## src/rtl/fpu_issue_ctrl_if.sv

```systemverilog
// Request/response handshake bundle for fpu_issue_ctrl.
// rsp_timeout exists only when FPU_DIV_TIMEOUT_EN is defined.
interface fpu_issue_ctrl_if #(
    parameter int TAG_W = 4
);
    logic             req_valid;
    logic             req_ready;
    logic [15:0]      req_opA;
    logic [15:0]      req_opB;
    logic [1:0]       req_op;
    logic [TAG_W-1:0] req_tag;

    logic             rsp_valid;
    logic             rsp_ready;
    logic [15:0]      rsp_result;
    logic [2:0]       rsp_flags;
    logic [TAG_W-1:0] rsp_tag;
`ifdef FPU_DIV_TIMEOUT_EN
    logic             rsp_timeout;
`endif

    modport slave (
        input  req_valid, req_opA, req_opB, req_op, req_tag, rsp_ready,
        output req_ready, rsp_valid, rsp_result, rsp_flags, rsp_tag
`ifdef FPU_DIV_TIMEOUT_EN
        , output rsp_timeout
`endif
    );

    modport master (
        output req_valid, req_opA, req_opB, req_op, req_tag, rsp_ready,
        input  req_ready, rsp_valid, rsp_result, rsp_flags, rsp_tag
`ifdef FPU_DIV_TIMEOUT_EN
        , input rsp_timeout
`endif
    );
endinterface

```

## src/rtl/fpu_issue_ctrl.sv

```systemverilog
// Request FIFO and single-op issue sequencer in front of the fp16 fpu.
// Optional divide watchdog: define FPU_DIV_TIMEOUT_EN.
module fpu_issue_ctrl #(
    parameter int DEPTH       = 4,
    parameter int TAG_W       = 4,
    parameter int FIXED_LAT   = 1,
    parameter int DIV_TIMEOUT = 64
) (
    input  logic        clk,
    input  logic        reset,
    fpu_issue_ctrl_if.slave req_rsp,
    output logic [15:0] fpu_opA,
    output logic [15:0] fpu_opB,
    output logic [1:0]  fpu_op,
    output logic        fpu_start,
    input  logic [15:0] fpu_result,
    input  logic        fpu_overflow,
    input  logic        fpu_underflow,
    input  logic        fpu_inexact,
    input  logic        fpu_valid,
    input  logic        fpu_busy,
    output logic        idle
);
    localparam int AW      = $clog2(DEPTH);
    localparam int ENT_W   = 34 + TAG_W;
    localparam int CNT_MAX = (DIV_TIMEOUT > FIXED_LAT) ? DIV_TIMEOUT : FIXED_LAT;
    localparam int CW      = $clog2(CNT_MAX + 1);
    localparam logic [1:0] OP_DIV = 2'b11;

    typedef enum logic [1:0] {ST_IDLE, ST_ISSUE, ST_WAIT, ST_RESP} state_t;

    logic [ENT_W-1:0] fifo_mem [DEPTH];
    logic [AW:0]      wr_ptr_reg;
    logic [AW:0]      rd_ptr_reg;
    logic             fifo_full;
    logic             fifo_empty;
    logic             push;
    logic             pop;
    logic [ENT_W-1:0] head;
    logic [1:0]       head_op;

    state_t           state_reg;
    logic [1:0]       op_reg;
    logic [15:0]      opa_reg;
    logic [15:0]      opb_reg;
    logic [TAG_W-1:0] tag_reg;
    logic             start_reg;
    logic [CW-1:0]    wait_cnt_reg;
    logic             rsp_valid_reg;
    logic [15:0]      rsp_result_reg;
    logic [2:0]       rsp_flags_reg;
    logic [TAG_W-1:0] rsp_tag_reg;
`ifdef FPU_DIV_TIMEOUT_EN
    logic             rsp_timeout_reg;
`endif

    // Extra pointer MSB tells full from empty when the index bits match.
    assign fifo_empty = (wr_ptr_reg == rd_ptr_reg);
    assign fifo_full  = (wr_ptr_reg[AW] != rd_ptr_reg[AW]) &&
                        (wr_ptr_reg[AW-1:0] == rd_ptr_reg[AW-1:0]);
    assign push       = req_rsp.req_valid && !fifo_full;
    assign head       = fifo_mem[rd_ptr_reg[AW-1:0]];
    assign head_op    = head[33:32];
    // A divide at the head waits in IDLE while the divider is still occupied.
    assign pop        = (state_reg == ST_IDLE) && !fifo_empty &&
                        !((head_op == OP_DIV) && fpu_busy);

    always_ff @(posedge clk) begin
        if (push) begin
            fifo_mem[wr_ptr_reg[AW-1:0]] <= {req_rsp.req_tag, req_rsp.req_op,
                                             req_rsp.req_opB, req_rsp.req_opA};
        end
    end

    always_ff @(posedge clk) begin
        if (!reset) begin
            wr_ptr_reg <= '0;
            rd_ptr_reg <= '0;
        end else begin
            if (push) begin
                wr_ptr_reg <= wr_ptr_reg + 1'b1;
            end
            if (pop) begin
                rd_ptr_reg <= rd_ptr_reg + 1'b1;
            end
        end
    end

    always_ff @(posedge clk) begin
        if (!reset) begin
            state_reg      <= ST_IDLE;
            op_reg         <= '0;
            opa_reg        <= '0;
            opb_reg        <= '0;
            tag_reg        <= '0;
            start_reg      <= 1'b0;
            wait_cnt_reg   <= '0;
            rsp_valid_reg  <= 1'b0;
            rsp_result_reg <= '0;
            rsp_flags_reg  <= '0;
            rsp_tag_reg    <= '0;
`ifdef FPU_DIV_TIMEOUT_EN
            rsp_timeout_reg <= 1'b0;
`endif
        end else begin
            start_reg <= 1'b0;
            case (state_reg)
                ST_IDLE: begin
                    if (pop) begin
                        opa_reg   <= head[15:0];
                        opb_reg   <= head[31:16];
                        op_reg    <= head_op;
                        tag_reg   <= head[34 +: TAG_W];
                        start_reg <= (head_op == OP_DIV);
                        state_reg <= ST_ISSUE;
                    end
                end
                ST_ISSUE: begin
                    wait_cnt_reg <= '0;
                    state_reg    <= ST_WAIT;
                end
                ST_WAIT: begin
                    if (op_reg == OP_DIV) begin
                        if (fpu_valid) begin
                            rsp_result_reg <= fpu_result;
                            rsp_flags_reg  <= {fpu_overflow, fpu_underflow, fpu_inexact};
                            rsp_tag_reg    <= tag_reg;
                            rsp_valid_reg  <= 1'b1;
                            state_reg      <= ST_RESP;
`ifdef FPU_DIV_TIMEOUT_EN
                            rsp_timeout_reg <= 1'b0;
                        end else if (wait_cnt_reg == CW'(DIV_TIMEOUT - 1)) begin
                            rsp_result_reg  <= 16'h7E00;
                            rsp_flags_reg   <= 3'b000;
                            rsp_tag_reg     <= tag_reg;
                            rsp_valid_reg   <= 1'b1;
                            rsp_timeout_reg <= 1'b1;
                            state_reg       <= ST_RESP;
                        end else begin
                            wait_cnt_reg <= wait_cnt_reg + 1'b1;
`endif
                        end
                    end else if (wait_cnt_reg == CW'(FIXED_LAT - 1)) begin
                        rsp_result_reg <= fpu_result;
                        rsp_flags_reg  <= {fpu_overflow, fpu_underflow, fpu_inexact};
                        rsp_tag_reg    <= tag_reg;
                        rsp_valid_reg  <= 1'b1;
                        state_reg      <= ST_RESP;
`ifdef FPU_DIV_TIMEOUT_EN
                        rsp_timeout_reg <= 1'b0;
`endif
                    end else begin
                        wait_cnt_reg <= wait_cnt_reg + 1'b1;
                    end
                end
                ST_RESP: begin
                    if (req_rsp.rsp_ready) begin
                        rsp_valid_reg <= 1'b0;
                        state_reg     <= ST_IDLE;
                    end
                end
                default: state_reg <= ST_IDLE;
            endcase
        end
    end

    // Operands stay on the latched registers from ISSUE through the capture cycle.
    assign fpu_opA   = opa_reg;
    assign fpu_opB   = opb_reg;
    assign fpu_op    = op_reg;
    assign fpu_start = start_reg;

    assign req_rsp.req_ready  = !fifo_full;
    assign req_rsp.rsp_valid  = rsp_valid_reg;
    assign req_rsp.rsp_result = rsp_result_reg;
    assign req_rsp.rsp_flags  = rsp_flags_reg;
    assign req_rsp.rsp_tag    = rsp_tag_reg;
`ifdef FPU_DIV_TIMEOUT_EN
    assign req_rsp.rsp_timeout = rsp_timeout_reg;
`endif

    assign idle = fifo_empty && (state_reg == ST_IDLE) && !rsp_valid_reg;
endmodule

```

## src/flat_wrapper.sv

```systemverilog
// flat-port wrapper written by rule: the top's interface ports become plain ports
module fpu_issue_ctrl_flat 
#(
    parameter int DEPTH       = 4,
    parameter int TAG_W       = 4,
    parameter int FIXED_LAT   = 1,
    parameter int DIV_TIMEOUT = 64
)
  (clk, reset, fpu_opA, fpu_opB, fpu_op, fpu_start, fpu_result, fpu_overflow, fpu_underflow, fpu_inexact, fpu_valid, fpu_busy, idle, req_rsp_req_valid, req_rsp_req_opA, req_rsp_req_opB, req_rsp_req_op, req_rsp_req_tag, req_rsp_rsp_ready, req_rsp_req_ready, req_rsp_rsp_valid, req_rsp_rsp_result, req_rsp_rsp_flags, req_rsp_rsp_tag);
  fpu_issue_ctrl_if #(.TAG_W(TAG_W)) req_rsp_i ();
  input  logic clk;
  input  logic reset;
  output logic [15:0] fpu_opA;
  output logic [15:0] fpu_opB;
  output logic [1:0] fpu_op;
  output logic fpu_start;
  input  logic [15:0] fpu_result;
  input  logic fpu_overflow;
  input  logic fpu_underflow;
  input  logic fpu_inexact;
  input  logic fpu_valid;
  input  logic fpu_busy;
  output logic idle;
  input wire logic [$bits(req_rsp_i.req_valid)-1:0] req_rsp_req_valid;
  input wire logic [$bits(req_rsp_i.req_opA)-1:0] req_rsp_req_opA;
  input wire logic [$bits(req_rsp_i.req_opB)-1:0] req_rsp_req_opB;
  input wire logic [$bits(req_rsp_i.req_op)-1:0] req_rsp_req_op;
  input wire logic [$bits(req_rsp_i.req_tag)-1:0] req_rsp_req_tag;
  input wire logic [$bits(req_rsp_i.rsp_ready)-1:0] req_rsp_rsp_ready;
  output wire logic [$bits(req_rsp_i.req_ready)-1:0] req_rsp_req_ready;
  output wire logic [$bits(req_rsp_i.rsp_valid)-1:0] req_rsp_rsp_valid;
  output wire logic [$bits(req_rsp_i.rsp_result)-1:0] req_rsp_rsp_result;
  output wire logic [$bits(req_rsp_i.rsp_flags)-1:0] req_rsp_rsp_flags;
  output wire logic [$bits(req_rsp_i.rsp_tag)-1:0] req_rsp_rsp_tag;
  assign req_rsp_i.req_valid = req_rsp_req_valid;
  assign req_rsp_i.req_opA = req_rsp_req_opA;
  assign req_rsp_i.req_opB = req_rsp_req_opB;
  assign req_rsp_i.req_op = req_rsp_req_op;
  assign req_rsp_i.req_tag = req_rsp_req_tag;
  assign req_rsp_i.rsp_ready = req_rsp_rsp_ready;
  assign req_rsp_req_ready = req_rsp_i.req_ready;
  assign req_rsp_rsp_valid = req_rsp_i.rsp_valid;
  assign req_rsp_rsp_result = req_rsp_i.rsp_result;
  assign req_rsp_rsp_flags = req_rsp_i.rsp_flags;
  assign req_rsp_rsp_tag = req_rsp_i.rsp_tag;
  fpu_issue_ctrl #(.DEPTH(DEPTH), .TAG_W(TAG_W), .FIXED_LAT(FIXED_LAT), .DIV_TIMEOUT(DIV_TIMEOUT)) u_core (.clk(clk), .reset(reset), .req_rsp(req_rsp_i), .fpu_opA(fpu_opA), .fpu_opB(fpu_opB), .fpu_op(fpu_op), .fpu_start(fpu_start), .fpu_result(fpu_result), .fpu_overflow(fpu_overflow), .fpu_underflow(fpu_underflow), .fpu_inexact(fpu_inexact), .fpu_valid(fpu_valid), .fpu_busy(fpu_busy), .idle(idle));
endmodule
```

## config.mk

```make
export PLATFORM = sky130hd
export DESIGN_NAME = fpu_issue_ctrl_flat
export DESIGN_NICKNAME = d
export VERILOG_FILES = /design/src/rtl/fpu_issue_ctrl_if.sv /design/src/rtl/fpu_issue_ctrl.sv /design/src/flat_wrapper.sv
export SDC_FILE = /design/constraint.sdc
export NUM_CORES = 1
export LEC_CHECK = 0
export CORE_UTILIZATION = 50
export DETAILED_ROUTE_END_ITERATION = 6
export MAX_ROUTING_LAYER = met4
export PLACE_DENSITY = 0.81
export RECOVER_POWER = 25
export SLEW_MARGIN = 20
export SYNTH_ARGS = -nofsm -noshare
export SYNTH_HDL_FRONTEND = slang
export SYNTH_SLANG_ARGS = --single-unit
```

## constraint.sdc

```tcl
create_clock -name clk -period 2.9 [get_ports clk]
set_input_delay 0.87 -clock clk [delete_from_list [all_inputs] [get_ports clk]]
set_output_delay 0.87 -clock clk [all_outputs]
set_load 0.03 [all_outputs]
```

==> results of run 1 <==
cells by family after synthesis:
group	share of synthesized area, %
compound gates	6.19
xor+xnor	1.27
fa+ha+maj	1.41
buf+inv	2.35
flops	69.7
mux	9.90
simple gates	9.19
power by group through the flow:
stage / clock [W] / combinational, W / sequential [W]
3_5_place_dp: 0 / 0.00318 / 0.00425
3_3_place_gp: 0 / 0.00312 / 0.00423
2_1_floorplan: 0 / 0.00174 / 0.00468
6_report: 0.00309 / 0.00316 / 0.00420
5_1_grt: 0.00326 / 0.00340 / 0.00423
4_1_cts: 0.00315 / 0.00321 / 0.00420
path summary, 6_finish.rpt:
check / from / to / cells past startpoint
worst max register to register: flip-flop / u_core.fpu_opA[14] / 6
worst min-delay path: u_core.tag_reg[0] / u_core.tag_reg[0] / 2
worst min register to register: u_core.tag_reg[0] / u_core.tag_reg[0] / 2
worst max-delay path: u_core.wr_ptr_reg[2] / req_rsp_req_ready / 3
per-layer routing:
metal | vias to the layer above | part of all wire (%)
met3 | 39 | 6.8
met1 | 2586 | 41
met2 | 204 | 49
li1 | 2419 | -
met5 | - | 0
met4 | 0 | 2.5
critical path, delay by kind of cell (launching register included):
kind,cells,cell delay (ns)
DFF,1,0.36
buffers and inverters,1,0.62
and+or+nand+nor,1,0.12
xor gates and xnor gates,1,0.32
per-stage QoR:
stage / util, % / cell area, um^2
after floorplan: - / 8850
after global placement: 60.0 / 10400
after detailed placement: 60.0 / 10400
after CTS: 64.7 / 11200
after global routing: 64.8 / 11200
final: 64.8 / 11200
synth_stat cells (2+ instances only):
cell type	instances
xor2_1	7
clkbuf_1	18
o21ai_1	10
inv_1	9
o221a_2	2
buf_6	3
nand3_2	10
and3_1	5
a21oi_1	4
or3_1	2
mux4_2	38
edfxtp_1	152
nand3_1	28
xnor2_1	4
nor2b_1	6
dfxtp_1	80
a21boi_0	16
o211ai_1	2
a31oi_1	2
nand2_1	90
nor2_1	7
ha_1	10
o21ai_0	21
mux2i_1	2
a21boi_1	8
and2_1	9
o21ai_2	10
buf_2	9
final cells by class:
class / count / area share [%]
flip-flops and latches: 232 / 55.1
inverters: 9 / 0.302
clock buffers: 33 / 6.11
diodes: 1 / 0.0223
multi-input cells: 308 / 22.1
well taps: 225 / 2.51
repair buffers: 137 / 12.7
clock inverters: 11 / 1.16
cell usage in the layout, fill, tap and decap left out, types with 5 or more instances in the layout:
master | Yosys | layout
a21boi_0 | 16 | 16
a21boi_1 | 8 | 8
and2_1 | 9 | 5
and3_1 | 5 | 5
buf_12 | 0 | 7
buf_4 | 1 | 8
clkbuf_16 | 0 | 24
clkbuf_8 | 0 | 5
clkdlybuf4s50_1 | 0 | 91
dfxtp_1 | 80 | 78
dlygate4sd3_1 | 0 | 30
edfxtp_1 | 152 | 152
ha_1 | 10 | 10
inv_1 | 9 | 9
mux4_2 | 38 | 38
nand2_1 | 90 | 90
nand3_1 | 28 | 28
nand3_2 | 10 | 10
nor2_1 | 7 | 7
nor2b_1 | 6 | 6
o21ai_0 | 21 | 21
o21ai_1 | 10 | 10
o21ai_2 | 10 | 10
xor2_1 | 7 | 7
repair_timing:
action	CTS	global route
setup endpoints to repair	1	1
gates resized for setup	1	1
endpoints found under the hold margin	0	0
pin swaps	0	0
==> impl_metrics.tcl, run 1 <==
set metrics [dict create \
    fin_crit_sh_pct 96.8 \
    synth_area_leaders "edfxtp_1, dfxtp_1, mux4_2, nand2_1, nand3_1" \
    area_delta_synth_final_pct 26.6 \
    clock_path_buffers 3 \
    slowest_delay_ns 0.62 \
    yosysUniqueCellTypes 46 \
    switchingPower_w 0.00330 \
    antenna_found_initial 1 \
    p_per_area_nw_per_um2 932 \
    clkPwrFrac_pct 29.6 \
    clock_latency_ns 0.53 \
    num-nets-final 785 \
    drv_slew 0 \
    synth_area_leader_cell "edfxtp_1" \
    numCtsBuffers 24 \
    detail_route.vias_per_cell 5.49 \
    postCtsSetupBuffers 0 \
    netlist_area_um2 8850 \
    rrSetupSlack_ns 0.79 \
    ys.warnings.count 0 \
    p_int_w 0.00714 \
    fp-row-count 48 \
    drt-pass1-iter-count 4 \
    grt_use_total_pct 19.8 \
    maxClockFrequency_mhz 356 \
    async_flop_share_pct 0 \
    relSlewSlack_pct 54.8 \
    critical_path.cell_chain "xor2_1 -> nand3_1 -> clkdlybuf4s50_1" \
    synth-seq-area-share_pct 69.7 \
    use_met3_pct 4.05 \
    power_frac_comb_pct 30.2 \
    rsz0062_at_grt "false" \
    crit_required_ns 2.03 \
    clockRootBuffer "clkbuf_16" \
    place_inst 911 \
    syn_nets 655 \
    arrival_ns 1.94 \
    htree_levels 1 \
    io_pins 124 \
    drive_gt1_share_pct 16.7 \
    synth_top_area_share_pct 51.6 \
    fp.dieH_um 135 \
    grt_use_met2_pct 33.6 \
    worst-path-max-fanout 4 \
    port_buffers 123 \
    slowest_stage "clkdlybuf4s50_1" \
    critPathKind "reg -> out" \
    clock_sinks 232 \
    p_leak_nw 3.76 \
    setup_slack_ns 0.0927 \
    dpl.hpwl_um 10700 \
    wl_um 17500 \
    start_kind "flip-flop" \
    overflow 0 \
    ys_seq_elements 232 \
    power_w 0.0104 \
    regArea_um2 6170 \
    hold_viol 0 \
    largest_register_ffs 152 \
    p_seq_share_pct 40.2 \
    vias 5248 \
    finalHoldWorstSlack_ns 0.452 \
    hold_buffers 0 \
    fin_crit_ns 2.81 \
    switching_share_pct 31.6 \
    grt_first_pass_wirelength_um 27000 \
    maxCapViolations 0 \
    drt_iter0_markers 292 \
    nFillCells 1206 \
    skew_ns 0.0239 \
    globalRouteMet1Util_pct 24.0 \
    clk_pin_slew_ns 0.06 \
    grt_pass1_vias 5327 \
    die_x_um 135 \
    fp.coreArea_um2 17300 \
    ir_drop_uv 620 \
    start_util_pct 51.2 \
    synth_edf_count 152 \
    grt_max_degree 59 \
    status "complete, no violations" \
    dp_slack_ns 0.383 \
    drt-wirelength-per-cell_um 18.4 \
    finalSetupTns_ns 0 \
    cp-end-kind "output pin" \
    finalSetupViolCount 0 \
    synth_ff_type "edfxtp_1" \
    grt-busiest-layer "met2" \
    die_area_um2 18200 \
    gp_congestion 0.808 \
    drtAntennaViolNets 0 \
    multi_input_area_um2 2480 \
    hold_path_class "reg -> reg" \
    cts_tree "built" \
    synth.avg_cell_area_um2 15.2 \
    worstMarginPinSlew_ns 0.677 \
    drc_errors 0 \
    synth_cells 582 \
    final_cell_count_no_fill 956 \
]
Note: power is estimated with default switching activity, not from simulation.
==> run 2: changes to the inputs <==
--- a/config.mk
+++ b/config.mk
@@ -5,11 +5,12 @@
 export SDC_FILE = /design/constraint.sdc
 export NUM_CORES = 1
 export LEC_CHECK = 0
-export CORE_UTILIZATION = 50
+export CORE_UTILIZATION = 54
 export DETAILED_ROUTE_END_ITERATION = 6
 export MAX_ROUTING_LAYER = met4
-export PLACE_DENSITY = 0.81
+export PLACE_DENSITY = 0.86
 export RECOVER_POWER = 25
+export SKIP_LAST_GASP = 1
 export SLEW_MARGIN = 20
 export SYNTH_ARGS = -nofsm -noshare
 export SYNTH_HDL_FRONTEND = slang
==> constraint.sdc (replaced) <==
create_clock -name clk -period 2.9 [get_ports clk]
set_input_delay 0.29 -clock clk [delete_from_list [all_inputs] [get_ports clk]]
set_output_delay 0.29 -clock clk [all_outputs]
set_load 0.03 [all_outputs]
==> impl_metrics.tcl, run 2 (same netlist as run 1, synthesis figures left out) <==
set metrics [dict create \
    status "complete, no violations" \
    worstSetupEndpoint "idle" \
    fp.dieH_um 130 \
    grt_use_total_pct 22.9 \
    fin_crit_ns 2.52 \
    arrival_ns 2.23 \
    fp.coreArea_um2 15900 \
    grt_pass1_vias 5493 \
    clkPwrFrac_pct 27.7 \
    critical_path.cell_chain "xor2_1 -> nor3_1 -> nand2_1 -> nor2_1 -> clkdlybuf4s50_1" \
    ir_drop_uv 654 \
    fin_area_um2 11000 \
    drtAntennaViolNets 0 \
    rrSetupSlack_ns 0.82 \
    crit_required_ns 2.61 \
    post_cts_resized 0 \
    p_per_area_nw_per_um2 917 \
    detail_route.vias_per_cell 5.69 \
    drive_gt1_share_pct 16.2 \
    critPathLaunch "u_core.wr_ptr_reg[1]" \
    relSlewSlack_pct 50.6 \
    maxCapViolations 0 \
    layout_common_cells "edfxtp_1, clkdlybuf4s50_1, nand2_1" \
    port_buffers 123 \
    fin_crit_sh_pct 86.9 \
    p_leak_nw 3.69 \
    overflow 0 \
    clock_latency_ns 0.50 \
    slowest_delay_ns 0.68 \
    grt_max_degree 66 \
    finalSetupViolCount 0 \
    num-nets-final 785 \
    regArea_um2 6170 \
    clock_sinks 232 \
    switching_share_pct 32.0 \
    drt-pass1-iter-count 6 \
    rsz0062_at_grt "false" \
    start_util_pct 55.5 \
    hold_buffers 0 \
    wl_um 18300 \
    maxClockFrequency_mhz 397 \
    io_pins 124 \
    numCtsBuffers 23 \
    worstMarginPinSlew_ns 0.741 \
    grt_use_met2_pct 37.5 \
    drt_iter0_markers 383 \
    drt-wirelength-per-cell_um 19.3 \
    hold_viol 0 \
    area_delta_synth_final_pct 24.8 \
    grt-busiest-layer "met2" \
    skew_ns 0.0104 \
    switchingPower_w 0.00324 \
    p_int_w 0.00689 \
    postCtsSetupBuffers 0 \
    use_met3_pct 4.39 \
    clockRootBuffer "clkbuf_16" \
    slowest_stage "clkdlybuf4s50_1" \
    worst-path-max-fanout 5 \
    vias 5375 \
    grt_first_pass_wirelength_um 28300 \
    htree_levels 1 \
    drc_errors 0 \
    clk_pin_slew_ns 0.06 \
    hold_path_class "in -> reg" \
    largest_register_ffs 152 \
    finalSetupTns_ns 0 \
    r2r-end "u_core.fpu_opB[4]" \
    drv_slew 0 \
    die_area_um2 16900 \
    dpl.hpwl_um 11200 \
    power_frac_comb_pct 30.6 \
    nFillCells 1025 \
    dpl_cell_area_um2 10300 \
    clock_path_buffers 3 \
    gp_congestion 0.766 \
    cts_tree "built" \
    p_seq_share_pct 41.6 \
    multi_input_area_um2 2480 \
    start_kind "flip-flop" \
    globalRouteMet1Util_pct 28.3 \
    die_x_um 130 \
    fp-row-count 46 \
    critPathKind "reg -> out" \
    r2r_cells 6 \
    antenna_found_initial 1 \
    layout_commonest_cell "edfxtp_1" \
    cp-end-kind "output pin" \
]
run 2: area by class of cell:
type / instances / share of cell area [%]
Multi-Input combinational cell: 308 / 22.5
Clock buffer: 32 / 5.79
Tap cell: 216 / 2.45
Sequential cell: 232 / 55.9
Antenna cell: 1 / 0.0227
Inverter: 9 / 0.306
Timing Repair Buffer: 138 / 12.5
Clock inverter: 9 / 0.646
run 2: through the flow:
step / std cells / power (W) / hold WS [ns] / utilization, % / setup slack, ns
after floorplan: 582 / 0.00643 / 0.389 / - / 0.584
after global routing: 945 / 0.0106 / 0.299 / 69.3 / 0.225
after detailed placement: 903 / 0.00738 / 0.441 / 64.8 / 0.777
final: 945 / 0.0101 / 0.282 / 69.3 / 0.381
after CTS: 944 / 0.0102 / 0.273 / 69.3 / 0.392
after global placement: 903 / 0.00727 / 0.437 / 64.8 / 0.802
run 2: worst min-delay path by stage:
stage                       start                  endpoint  slack (ns)  depth (start not counted)
3_3_place_gp    u_core.tag_reg[3]         u_core.tag_reg[3]        0.44                          2
6_report                    reset  u_core.req_rsp.rsp_valid        0.28                          2
3_5_place_dp    u_core.fpu_opA[1]         u_core.fpu_opA[1]        0.44                          2
5_1_grt                     reset  u_core.req_rsp.rsp_valid        0.30                          2
4_1_cts                     reset         u_core.fpu_opA[1]        0.27                          3
2_1_floorplan  req_rsp_req_opA[0]     u_core.fifo_mem[0][0]        0.39                          0
run 2: power by group through the flow:
| stage | Sequential, W | Clock, W | Combinational [W] |
|---|---|---|---|
| 6_report | 0.00422 | 0.00281 | 0.00310 |
| 5_1_grt | 0.00426 | 0.00298 | 0.00333 |
| 4_1_cts | 0.00422 | 0.00286 | 0.00314 |
| 3_5_place_dp | 0.00427 | 0 | 0.00311 |
| 3_3_place_gp | 0.00424 | 0 | 0.00303 |
| 2_1_floorplan | 0.00468 | 0 | 0.00174 |
run 2: per-layer routing:
layer  up-vias  share of wire (%)
li1       2425                  -
met1      2627                 41
met2       274                 49
met3        49                7.8
met4         0                2.9
met5         -                  0
run 2: worst max-delay path: cells and delay by family, from the launching register on:
family / cells / cell delay [ns]
xor+xnor: 1 / 0.14
flops: 1 / 0.46
simple gates: 3 / 0.45
buf+inv: 1 / 0.68
==> variant (settings of run 2) <==
`DIV_TIMEOUT` is set to 64 in 2 places; all go to 128.
--- a/src/rtl/fpu_issue_ctrl.sv
+++ b/src/rtl/fpu_issue_ctrl.sv
@@ -6,3 +6,3 @@
     parameter int FIXED_LAT   = 1,
-    parameter int DIV_TIMEOUT = 64
+    parameter int DIV_TIMEOUT = 128
 ) (
--- a/src/flat_wrapper.sv
+++ b/src/flat_wrapper.sv
@@ -6,3 +6,3 @@
     parameter int FIXED_LAT   = 1,
-    parameter int DIV_TIMEOUT = 64
+    parameter int DIV_TIMEOUT = 128
 )
Function: same outputs for any inputs over 4 cycles, from zero or initial values and one cycle with reset low; that may be too few to reach the edited logic, so the function may still have changed.
==> variant against run 2 <==
  * Setup slack improved by 0.040 ns
  * Synthesized area barely moved
  * Global-route usage fell by 0.72 points
  * Core utilization rose by 1.1 points
  * Design area rose by 1.6%
  * Total power rose by 5.8%
  * Critical path depth did not move
  * Sequential cell count rose by 1
  * Hold slack improved by 0.074 ns
  * Routed wire length fell by 3.2%
==> variant: results (changes against run 2) <==
[layout]
final_nets=767  ; -2.3%
area_delta_synth_final_pct=26.6
largest_reg_flops=152  ; unchanged
final_cells=927  ; -1.9%
fill_cells=1004  ; -2.0%
drive_gt1_share_pct=13.9  ; -2.3 points

[placement]
globalplace.congestion=0.800  ; +4.5%
dp_hpwl_um=10700  ; -3.8%
place_ws_ns=0.568  ; -0.208 ns
dpl.cell_count=885  ; -2.0%
placed_area_mm2=0.0103  ; about the same

[pwr]
pg_comb_mw=3.02  ; -3%
cellLeakagePower_nw=3.92  ; +6.1%
p_switching_mw=3.18  ; -1.9%
pwr-share-seq_pct=40.1  ; -1.5 points
peakVddDrop_mv=0.939  ; +44%
p_comb_share_pct=28.2  ; -2.4 points

[global_route]
grt_pass1_wl_um=27500  ; -2.6%
grtUsageTotal_pct=22.2  ; -0.72 points
grt_start_max_net_pins=79  ; +20%
antenna_found_initial=1  ; unchanged
grt_pass1_vias=5413  ; -1.5%

[yosys]
synth_edf_count=152  ; unchanged
syn_inst=569  ; -2.2%
syn_nets=642  ; -2.0%
yosys-top-cells-area=edfxtp_1, dfxtp_1, mux4_2
synth_cell_type_count=44  ; -4.3%
yosys-top-cells-count=edfxtp_1, dfxtp_1, nand2_1, nand3_1, mux4_2
async_flop_share_pct=0  ; unchanged
yosysSeqAreaShare_pct=69.9  ; +0.17 points

[worst_hold_path]
min_to=u_core.fpu_opA[13]
whs_path_depth=3  ; +1
hold_class=in2reg

[route]
via_per_inst=5.59  ; -1.7%
wl_per_cell_um=19.1  ; -1.3%
drtIter0Drc=508  ; +33%
detail_route.first_pass.iterations=5  ; -1

[clocking]
post_cts_buffers=0  ; unchanged
cts_root_buf=clkbuf_16
cts_buffer_depth=3  ; unchanged
path_clk_slew_ns=0.06  ; about the same

[timing]
timing.hold.ws_ns=0.356  ; +0.0745 ns
fin_skew_ns=0.0103  ; -0.0000853 ns
worst_slew_pin_slew_ns=0.690  ; -0.0515 ns

[status]
outcome=finished clean

[setup_path]
r2r_end=u_core.rd_ptr_reg[0]
cp_slowest_stage_delay_ns=0.69
path_max_fanout=4  ; -1
regToRegSetupSlack_ns=0.66  ; -0.16 ns
r2r_cells=6  ; unchanged

-- variant: cells by family after synthesis --
kind of cell / after synthesis / share of synthesized area, %
buffers and inverters: 41 / 2.26
multiplexers: 63 / 12.5
adder cells (fa/ha/maj): 10 / 1.41
AO/OA/AOI/OAI: 63 / 4.20
XOR/XNOR: 10 / 1.07
AND/OR/NAND/NOR: 149 / 8.72
flip-flops: 233 / 69.9
-- variant: critical path: cells and delay by family (launching register included) --
kind | cells | cell delay (ns)
xor+xnor | 1 | 0.15
simple gates | 3 | 0.37
buf+inv | 1 | 0.69
flops | 1 | 0.49
-- variant: routing by layer --
layer / wire length (um) / vias up / share of wire (%) / track usage [%]
met5: 0 / - / 0 / -
met4: 430 / 0 / 2.4 / 8.14
met3: 1390 / 38 / 7.8 / 4.06
met2: 8860 / 235 / 50 / 37.0
met1: 7020 / 2523 / 40 / 27.2
li1: - / 2387 / - / -
-- variant: worst max path at each step --
stage               cells past startpoint                      endpoint                    from  slack [ns]
global route                            5                          idle    u_core.rd_ptr_reg[0]        0.20
detailed placement                      7  u_core.req_rsp.rsp_result[3]  u_core.wait_cnt_reg[0]        0.57
finish                                  5                          idle    u_core.rd_ptr_reg[0]        0.42
global placement                        5         u_core.fifo_mem[1][7]       req_rsp_req_valid        0.68
floorplan                               3         u_core.fifo_mem[3][0]    u_core.rd_ptr_reg[0]        0.58
CTS                                     5                          idle    u_core.rd_ptr_reg[0]        0.42
-- variant: area by class of cell --
type                            count  area share (%)
Antenna cell                        1          0.0223
Clock buffer                       28            5.48
Clock inverter                     13            2.40
Inverter                            9           0.301
Multi-Input combinational cell    295            22.1
Sequential cell                   233            55.2
Tap cell                          216            2.41
Timing Repair Buffer              132            12.1
